--- src/rtl/connect4_game_ctrl_if.sv ---
// Move handshake and display-facing status bundle of the Connect4 game controller.
interface connect4_game_ctrl_if;
  logic        start_i;
  logic        move_valid_i;
  logic [2:0]  move_col_i;
  logic        move_ready_o;
  logic        move_reject_o;
  logic [83:0] board_state_o;
  logic [83:0] winner_play_o;
  logic        theres_a_winner_o;
  logic        draw_o;
  logic [2:0]  current_state_o;

  modport master (
    output start_i, move_valid_i, move_col_i,
    input  move_ready_o, move_reject_o, board_state_o, winner_play_o,
           theres_a_winner_o, draw_o, current_state_o
  );

  modport slave (
    input  start_i, move_valid_i, move_col_i,
    output move_ready_o, move_reject_o, board_state_o, winner_play_o,
           theres_a_winner_o, draw_o, current_state_o
  );
endinterface

--- src/rtl/connect4_game_ctrl.sv ---
// Connect4 game controller: owns the board, drops pieces, scans one 4-cell window per cycle.
// Optional turn-timeout auto-move is built when TURN_TIMEOUT_EN is defined.
module connect4_game_ctrl #(
  parameter int unsigned TIMEOUT_CYCLES = 500_000_000
) (
  input  logic                clk,
  input  logic                rst_n,
  connect4_game_ctrl_if.slave bus
);
  localparam int unsigned ROWS     = 6;
  localparam int unsigned COLS     = 7;
  localparam int unsigned CELLS    = ROWS * COLS;
  localparam int unsigned BOARD_W  = 2 * CELLS;
  localparam int unsigned IDX_W    = 7;
  localparam int unsigned MOVES_W  = 6;
  localparam int unsigned LAST_WIN = 68;

  localparam logic [2:0] ST_IDLE  = 3'd0;
  localparam logic [2:0] ST_PLAY1 = 3'd1;
  localparam logic [2:0] ST_PLAY2 = 3'd2;
  localparam logic [2:0] ST_OVER  = 3'd3;

  typedef enum logic [1:0] {PH_IDLE, PH_ACCEPT, PH_SCAN, PH_OVER} phase_t;

  phase_t               r_phase, w_phase;
  logic                 r_player, w_player;   // 0 = player 1, 1 = player 2
  logic [BOARD_W-1:0]   r_board, w_board;
  logic [CELLS-1:0]     r_mask, w_mask;
  logic                 r_win, w_win;
  logic                 r_draw, w_draw;
  logic                 r_ready, w_ready;
  logic                 r_reject, w_reject;
  logic                 r_hit, w_hit;
  logic [MOVES_W-1:0]   r_moves, w_moves;
  logic [IDX_W-1:0]     r_scan_idx, w_scan_idx;
  logic [2:0]           r_cur_state, w_cur_state;

  logic [1:0]           w_pcode;
  logic                 w_user_legal;
  logic                 w_user_move;
  logic                 w_user_illegal;
  logic                 w_auto_move;
  logic [2:0]           w_auto_col;
  logic                 w_do_move;
  logic [2:0]           w_move_col;
  logic [2:0]           w_drop_row;
  logic [CELLS-1:0]     w_win_cells;
  logic                 w_window_hit;

  assign w_pcode = r_player ? 2'b10 : 2'b01;

  // A user column is legal when in range and its top cell is still empty.
  always_comb begin
    w_user_legal = 1'b0;
    if (bus.move_col_i <= 3'd6) begin
      w_user_legal = (r_board[int'(bus.move_col_i) * 2 +: 2] == 2'b00);
    end
  end

  assign w_user_move    = (r_phase == PH_ACCEPT) && bus.move_valid_i && w_user_legal;
  assign w_user_illegal = (r_phase == PH_ACCEPT) && bus.move_valid_i && !w_user_legal;
  assign w_do_move      = w_user_move || w_auto_move;
  assign w_move_col     = w_user_move ? bus.move_col_i : w_auto_col;

  // Landing row is the deepest empty cell of the selected column.
  always_comb begin
    w_drop_row = '0;
    for (int r = 0; r < int'(ROWS); r++) begin
      if (r_board[(r * int'(COLS) + int'(w_move_col)) * 2 +: 2] == 2'b00) begin
        w_drop_row = 3'(r);
      end
    end
  end

  // Decode the scan index into a 4-cell window and test it against the mover's code.
  always_comb begin
    int j;
    int r0;
    int c0;
    int dr;
    int dc;
    int k;
    j            = 0;
    r0           = 0;
    c0           = 0;
    dr           = 0;
    dc           = 1;
    k            = 0;
    w_win_cells  = '0;
    w_window_hit = 1'b1;
    if (r_scan_idx < 7'd24) begin
      j  = int'(r_scan_idx);
      r0 = j / 4;
      c0 = j % 4;
    end else if (r_scan_idx < 7'd45) begin
      j  = int'(r_scan_idx) - 24;
      r0 = j / 7;
      c0 = j % 7;
      dr = 1;
      dc = 0;
    end else if (r_scan_idx < 7'd57) begin
      j  = int'(r_scan_idx) - 45;
      r0 = j / 4;
      c0 = j % 4;
      dr = 1;
      dc = 1;
    end else begin
      j  = int'(r_scan_idx) - 57;
      r0 = j / 4;
      c0 = 3 + (j % 4);
      dr = 1;
      dc = -1;
    end
    for (int n = 0; n < 4; n++) begin
      k = (r0 + n * dr) * int'(COLS) + c0 + n * dc;
      w_win_cells[k] = 1'b1;
      if (r_board[k * 2 +: 2] != w_pcode) begin
        w_window_hit = 1'b0;
      end
    end
  end

`ifdef TURN_TIMEOUT_EN
  localparam int unsigned TMR_W = (TIMEOUT_CYCLES > 1) ? $clog2(TIMEOUT_CYCLES) : 1;

  logic [TMR_W-1:0] r_timer, w_timer;
  logic             w_auto_ok;
  logic             w_timeout;

  // Auto-move target: lowest-indexed column that still has room.
  always_comb begin
    w_auto_col = '0;
    w_auto_ok  = 1'b0;
    for (int c = int'(COLS) - 1; c >= 0; c--) begin
      if (r_board[c * 2 +: 2] == 2'b00) begin
        w_auto_col = 3'(c);
        w_auto_ok  = 1'b1;
      end
    end
  end

  assign w_timeout   = (r_timer == TMR_W'(TIMEOUT_CYCLES - 1));
  assign w_auto_move = (r_phase == PH_ACCEPT) && !w_user_move && w_timeout && w_auto_ok;

  always_comb begin
    w_timer = r_timer;
    case (r_phase)
      PH_IDLE, PH_OVER: if (bus.start_i) w_timer = '0;
      PH_ACCEPT:        w_timer = w_do_move ? '0 : r_timer + TMR_W'(1);
      default:          w_timer = '0;
    endcase
  end

  always_ff @(posedge clk) begin
    if (!rst_n) r_timer <= '0;
    else        r_timer <= w_timer;
  end
`else
  logic w_unused_timeout;
  assign w_auto_col       = '0;
  assign w_auto_move      = 1'b0;
  assign w_unused_timeout = ^TIMEOUT_CYCLES;
`endif

  // Next-state and next-output logic.
  always_comb begin
    w_phase     = r_phase;
    w_player    = r_player;
    w_board     = r_board;
    w_mask      = r_mask;
    w_win       = r_win;
    w_draw      = r_draw;
    w_ready     = r_ready;
    w_reject    = 1'b0;
    w_hit       = r_hit;
    w_moves     = r_moves;
    w_scan_idx  = r_scan_idx;
    w_cur_state = r_cur_state;
    case (r_phase)
      PH_IDLE, PH_OVER: begin
        if (bus.start_i) begin
          w_phase     = PH_ACCEPT;
          w_player    = 1'b0;
          w_board     = '0;
          w_mask      = '0;
          w_win       = 1'b0;
          w_draw      = 1'b0;
          w_ready     = 1'b1;
          w_hit       = 1'b0;
          w_moves     = '0;
          w_scan_idx  = '0;
          w_cur_state = ST_PLAY1;
        end
      end
      PH_ACCEPT: begin
        w_reject = w_user_illegal;
        if (w_do_move) begin
          w_board[(int'(w_drop_row) * int'(COLS) + int'(w_move_col)) * 2 +: 2] = w_pcode;
          w_moves    = r_moves + MOVES_W'(1);
          w_phase    = PH_SCAN;
          w_ready    = 1'b0;
          w_scan_idx = '0;
          w_hit      = 1'b0;
        end
      end
      PH_SCAN: begin
        if (w_window_hit) w_mask = r_mask | w_win_cells;
        if (r_scan_idx == IDX_W'(LAST_WIN)) begin
          if (r_hit || w_window_hit) begin
            w_phase     = PH_OVER;
            w_win       = 1'b1;
            w_cur_state = ST_OVER;
          end else if (r_moves == MOVES_W'(CELLS)) begin
            w_phase     = PH_OVER;
            w_draw      = 1'b1;
            w_cur_state = ST_OVER;
          end else begin
            w_phase     = PH_ACCEPT;
            w_player    = !r_player;
            w_ready     = 1'b1;
            w_cur_state = r_player ? ST_PLAY1 : ST_PLAY2;
          end
        end else begin
          w_scan_idx = r_scan_idx + IDX_W'(1);
          w_hit      = r_hit || w_window_hit;
        end
      end
      default: w_phase = PH_IDLE;
    endcase
  end

  always_ff @(posedge clk) begin
    if (!rst_n) begin
      r_phase     <= PH_IDLE;
      r_player    <= 1'b0;
      r_board     <= '0;
      r_mask      <= '0;
      r_win       <= 1'b0;
      r_draw      <= 1'b0;
      r_ready     <= 1'b0;
      r_reject    <= 1'b0;
      r_hit       <= 1'b0;
      r_moves     <= '0;
      r_scan_idx  <= '0;
      r_cur_state <= ST_IDLE;
    end else begin
      r_phase     <= w_phase;
      r_player    <= w_player;
      r_board     <= w_board;
      r_mask      <= w_mask;
      r_win       <= w_win;
      r_draw      <= w_draw;
      r_ready     <= w_ready;
      r_reject    <= w_reject;
      r_hit       <= w_hit;
      r_moves     <= w_moves;
      r_scan_idx  <= w_scan_idx;
      r_cur_state <= w_cur_state;
    end
  end

  assign bus.board_state_o     = r_board;
  assign bus.winner_play_o     = {{(BOARD_W - CELLS){1'b0}}, r_mask};
  assign bus.theres_a_winner_o = r_win;
  assign bus.draw_o            = r_draw;
  assign bus.move_ready_o      = r_ready;
  assign bus.move_reject_o     = r_reject;
  assign bus.current_state_o   = r_cur_state;
endmodule

--- src/flat_wrapper.sv ---
// flat-port wrapper written by rule: the top's interface ports become plain ports
module connect4_game_ctrl_flat 
#(
  parameter int unsigned TIMEOUT_CYCLES = 500_000_000
)
  (clk, rst_n, bus_start_i, bus_move_valid_i, bus_move_col_i, bus_move_ready_o, bus_move_reject_o, bus_board_state_o, bus_winner_play_o, bus_theres_a_winner_o, bus_draw_o, bus_current_state_o);
  connect4_game_ctrl_if bus_i ();
  input  logic clk;
  input  logic rst_n;
  input wire logic [$bits(bus_i.start_i)-1:0] bus_start_i;
  input wire logic [$bits(bus_i.move_valid_i)-1:0] bus_move_valid_i;
  input wire logic [$bits(bus_i.move_col_i)-1:0] bus_move_col_i;
  output wire logic [$bits(bus_i.move_ready_o)-1:0] bus_move_ready_o;
  output wire logic [$bits(bus_i.move_reject_o)-1:0] bus_move_reject_o;
  output wire logic [$bits(bus_i.board_state_o)-1:0] bus_board_state_o;
  output wire logic [$bits(bus_i.winner_play_o)-1:0] bus_winner_play_o;
  output wire logic [$bits(bus_i.theres_a_winner_o)-1:0] bus_theres_a_winner_o;
  output wire logic [$bits(bus_i.draw_o)-1:0] bus_draw_o;
  output wire logic [$bits(bus_i.current_state_o)-1:0] bus_current_state_o;
  assign bus_i.start_i = bus_start_i;
  assign bus_i.move_valid_i = bus_move_valid_i;
  assign bus_i.move_col_i = bus_move_col_i;
  assign bus_move_ready_o = bus_i.move_ready_o;
  assign bus_move_reject_o = bus_i.move_reject_o;
  assign bus_board_state_o = bus_i.board_state_o;
  assign bus_winner_play_o = bus_i.winner_play_o;
  assign bus_theres_a_winner_o = bus_i.theres_a_winner_o;
  assign bus_draw_o = bus_i.draw_o;
  assign bus_current_state_o = bus_i.current_state_o;
  connect4_game_ctrl #(.TIMEOUT_CYCLES(TIMEOUT_CYCLES)) u_core (.clk(clk), .rst_n(rst_n), .bus(bus_i));
endmodule
--- config.mk ---
export PLATFORM = sky130hd
export DESIGN_NAME = connect4_game_ctrl_flat
export DESIGN_NICKNAME = d
export VERILOG_FILES = /design/src/rtl/connect4_game_ctrl_if.sv /design/src/rtl/connect4_game_ctrl.sv /design/src/flat_wrapper.sv
export SDC_FILE = /design/constraint.sdc
export NUM_CORES = 1
export LEC_CHECK = 0
export ABC_AREA = 0
export CAP_MARGIN = 15
export CORE_ASPECT_RATIO = 1.25
export CORE_UTILIZATION = 30
export CTS_BUF_LIST = sky130_fd_sc_hd__clkbuf_8
export CTS_CLUSTER_SIZE = 40
export DETAILED_ROUTE_END_ITERATION = 10
export PLACE_DENSITY = 0.58
export SYNTH_ARGS = -nofsm -noshare
export SYNTH_HDL_FRONTEND = slang
export SYNTH_SLANG_ARGS = --single-unit
--- constraint.sdc ---
create_clock -name clk -period 15.5 [get_ports clk]
set_input_delay 3.1 -clock clk [delete_from_list [all_inputs] [get_ports clk]]
set_output_delay 3.1 -clock clk [all_outputs]
set_load 0.1 [all_outputs]
==> impl_metrics.yaml <==
yosys:
  netlist_area_um2: 34300
  synth_cell_types: 103
  synthFlopType: "dfxtp_1"
  synth_xor_area_share_pct: 5.54
  async_flop_share_pct: 0
  synth_mux_area_share_pct: 9.01
  ys_ff_latch: 149
  yosys_warnings: 0
  synth_top_family_by_area: "adder cells"
  synth_edf_count: 0
  synthCells: 4260
  yosysSeqAreaShare_pct: 8.69
  yosys.area_share.simple_pct: 17.2
  synth_compound_area_share_pct: 17.8
  synth_fa_ha_area_share_pct: 30.9
  syn_avg_cell_area_um2: 8.06
clocking:
  cts_tree: "built"
  ctsHoldBuffers: 0
  cts.reportedPaths.clkPinSlew_ns: 0.11
  clock-root-buffer: "clkbuf_8"
  cts_buffers: 17
  clockBufferDepth: 2
  clk_latency_ns: 0.54
  h-tree-depth: 4
  cts_sinks: 149
setup_path:
  worstPathMaxFanout: 19
  critPathArrivalTime_ns: 15.07
  r2r-start: "u_core.r_scan_idx[4]"
  reg2reg_slack_ns: 0.87
  start_kind: "flop"
  criticalPathCategory: "flop to flop"
  cp-end-kind: "flop"
  crit_required_ns: 15.94
  reg2reg_to: "u_core.r_mask[27]"
  ff2ff_path_depth: 51
  crit_top_cell: "ha_1"
  max_stage_delay_ns: 0.65
  cp_slowest_cell: "ha_1"
cells_and_area:
  multi_input_area_um2: 27900
  drive_above_1_share_pct: 7.07
  nets: 4971
  seqCellArea_um2: 2980
  syn2layout_area_growth_pct: 10.1
  stdcell_count: 5799
  finish.instance_area_um2: 37800
  fill_cells: 12000
power_and_ir_drop:
  worst_ir_drop_vdd_v: 0.0000737
  p_sw_mw: 0.612
  seq_power_share_pct: 32.5
  clock_power_share_pct: 26.7
  p_int_mw: 0.631
  total_power_mw: 1.24
  p_comb_share_pct: 40.7
  swShare_pct: 49.3
  power_density_nw_per_um2: 32.9
  leakage_nw: 17.0
global_route:
  grt_max_degree: 81
  track_usage_pct: 22.0
  busiest_layer: "met2"
  grt_pass1_wl_um: 197000
  grt_overflow: 0
  met3_usage_pct: 2.29
  antenna_found_initial: 3
  use_met2_pct: 38.5
  first_global_vias: 31900
  met1_usage_pct: 26.0
floorplanning:
  start_util_pct: 30.3
  coreArea_um2: 113000
  ios: 182
  die_w_um: 305
  fp.dieH_um: 380
  fp-row-count: 138
  die_area_um2: 116000
detailed_routing:
  vias: 31900
  drc_errors: 0
  ant_nets: 0
  dr.pass1.iters: 7
  wire_per_inst_um: 22.3
  first_iter_violations: 2684
  routed_via_density: 5.51
  totalWireLength_um: 129000
status:
  status: "complete, no violations"
sta:
  setup_viol: 0
  slew_viol_final: 0
  rsz0062_at_grt: "false"
  fin_crit_ns: 14.63
  tightest_slew_ns: 1.18
  finalCritPeriodShare_pct: 94.4
  tns_ns: 0
  hold_ws_ns: 0.459
  slew_headroom_pct: 21.2
  fmax_mhz: 68.4
  hold_viol: 0
  clock_skew_ns: 0.0361
placed_design:
  dp.cells: 5764
  port_buffers: 138
  place_area_um2: 37300
  hpwl_um: 105000
  globalplace.congestion: 0.965
job:
  max_cap_viol_count: 0
min_path:
  min_path_cells: 2
  hold_path.class: "flop to flop"
  holdPathEnd: "u_core.r_mask[40]"
  worstHoldStart: "u_core.r_mask[40]"
==> cells by family after synthesis <==
family | Yosys count
simple gates | 1198
buf+inv | 946
compound gates | 921
fa+ha+maj | 651
xor+xnor | 214
mux | 180
flops | 149
other cells | 1
==> synth_stat cells, types with 11 or more instances <==
cell type | number | share of area, %
buf_1 | 13 | 0.14
nand2_1 | 244 | 2.7
nand4_1 | 41 | 0.75
nand3b_1 | 14 | 0.31
fa_1 | 326 | 19
o41ai_1 | 11 | 0.28
o2111ai_1 | 12 | 0.31
a211oi_1 | 46 | 1.0
mux4_2 | 99 | 6.5
dfxtp_1 | 149 | 8.7
buf_2 | 11 | 0.16
nor2_1 | 365 | 4.0
and2_1 | 30 | 0.55
a21o_1 | 63 | 1.4
a2111oi_0 | 14 | 0.36
and3_1 | 27 | 0.49
o22ai_1 | 13 | 0.24
nor2b_1 | 39 | 0.71
nand2b_1 | 47 | 0.86
clkbuf_1 | 147 | 1.6
o21bai_1 | 42 | 0.92
or2_2 | 16 | 0.29
a221oi_1 | 15 | 0.38
a22oi_1 | 35 | 0.77
a31oi_1 | 29 | 0.53
xor2_1 | 68 | 1.7
o21ai_0 | 153 | 2.2
or4_1 | 13 | 0.28
buf_4 | 43 | 0.94
o21a_1 | 30 | 0.66
nor3b_1 | 20 | 0.44
a21oi_1 | 259 | 3.8
nor3_1 | 87 | 1.3
a21boi_0 | 13 | 0.28
ha_1 | 324 | 12
xnor2_1 | 144 | 3.7
mux2_2 | 32 | 1.0
or3_1 | 39 | 0.71
inv_1 | 719 | 7.9
mux2i_1 | 48 | 1.4
nor4_1 | 40 | 0.73
nand3_1 | 129 | 1.9
o211ai_1 | 60 | 1.3
==> worst max path at each step <==
| stage | from | to | cells past startpoint |
|---|---|---|---|
| after floorplan | u_core.r_scan_idx[0] | u_core.r_mask[15] | 47 |
| after global placement | u_core.r_scan_idx[1] | u_core.r_mask[27] | 53 |
| after detailed placement | u_core.r_scan_idx[4] | u_core.r_mask[26] | 51 |
| after CTS | u_core.r_scan_idx[4] | u_core.r_mask[16] | 53 |
| after global routing | u_core.r_scan_idx[4] | u_core.r_mask[27] | 52 |
| final | u_core.r_scan_idx[4] | u_core.r_mask[27] | 51 |
==> worst max-delay path, delay by kind of cell, from the launching register on <==
kind / cells / cell delay, ns
buffers and inverters: 6 / 0.65
flip-flops: 1 / 0.64
XOR/XNOR: 2 / 0.56
adder cells (fa/ha/maj): 11 / 4.48
multiplexers: 1 / 0.15
AND/OR/NAND/NOR: 12 / 3.15
AO/OA/AOI/OAI: 19 / 4.87
==> power groups by stage <==
stage               Sequential [mW]  Clock, mW  Combinational [mW]
floorplan                     0.454          0               0.317
global placement              0.413          0               0.495
detailed placement            0.414          0               0.494
CTS                           0.405      0.337               0.496
global route                  0.406      0.352               0.534
finish                        0.405      0.332               0.506
==> registers in the layout, summed over array words and instances, names as in the netlist <==
name	flops
u_core.bus.board_state_o	84
u_core.bus.current_state_o	2
u_core.bus.draw_o	1
u_core.bus.move_ready_o	1
u_core.bus.move_reject_o	1
u_core.bus.theres_a_winner_o	1
u_core.r_hit	1
u_core.r_mask	42
u_core.r_moves	6
u_core.r_phase	2
u_core.r_player	1
u_core.r_scan_idx	7
==> routing by layer <==
layer | wire, um | up-vias | share of wire (%)
met3 | 6990 | 373 | 5.4
met1 | 51000 | 15500 | 39
li1 | - | 14700 | -
met2 | 63300 | 1331 | 49
met5 | 11 | - | 0.0085
met4 | 8020 | 2 | 6.2
==> layout by cell type (no fill, tap or decap), types with 30 or more instances in the layout <==
master	count
or3_1	38
nor2_1	364
xor2_1	68
buf_4	68
a22oi_1	35
nor2b_1	39
inv_1	718
o21ai_0	151
nor4_1	39
conb_1	43
clkdlybuf4s50_1	138
dfxtp_1	149
a211oi_1	46
nand2b_1	47
ha_1	323
mux2i_1	48
nand3_1	128
fa_1	325
a21oi_1	255
mux2_2	32
o211ai_1	60
o21a_1	30
xnor2_1	142
o21bai_1	42
nand2_1	244
a21o_1	63
nand4_1	41
nor3_1	87
mux4_2	99
==> what timing repair did <==
action | CTS | global route
setup endpoints to repair | 0 | 42
setup buffers | 0 | 1
resized for setup | 0 | 8
==> metrics by stage <==
step	setup WS (ns)	utilization (%)
2_1_floorplan	1.60	-
3_3_place_gp	0.745	32.9
3_5_place_dp	0.606	32.9
4_1_cts	0.505	33.3
5_1_grt	0.0609	33.3
6_report	0.871	33.4
==> area by class of cell <==
| cell class | count | area share, % |
|---|---|---|
| clock buffers | 17 | 0.619 |
| clock inverters | 15 | 0.474 |
| multi-input cells | 3207 | 73.8 |
| repair buffers | 208 | 5.07 |
| inverters | 731 | 7.27 |
| diodes | 2 | 0.0132 |
| flip-flops and latches | 149 | 7.90 |
| well taps | 1470 | 4.87 |
Power figures use the tool's default switching activity.
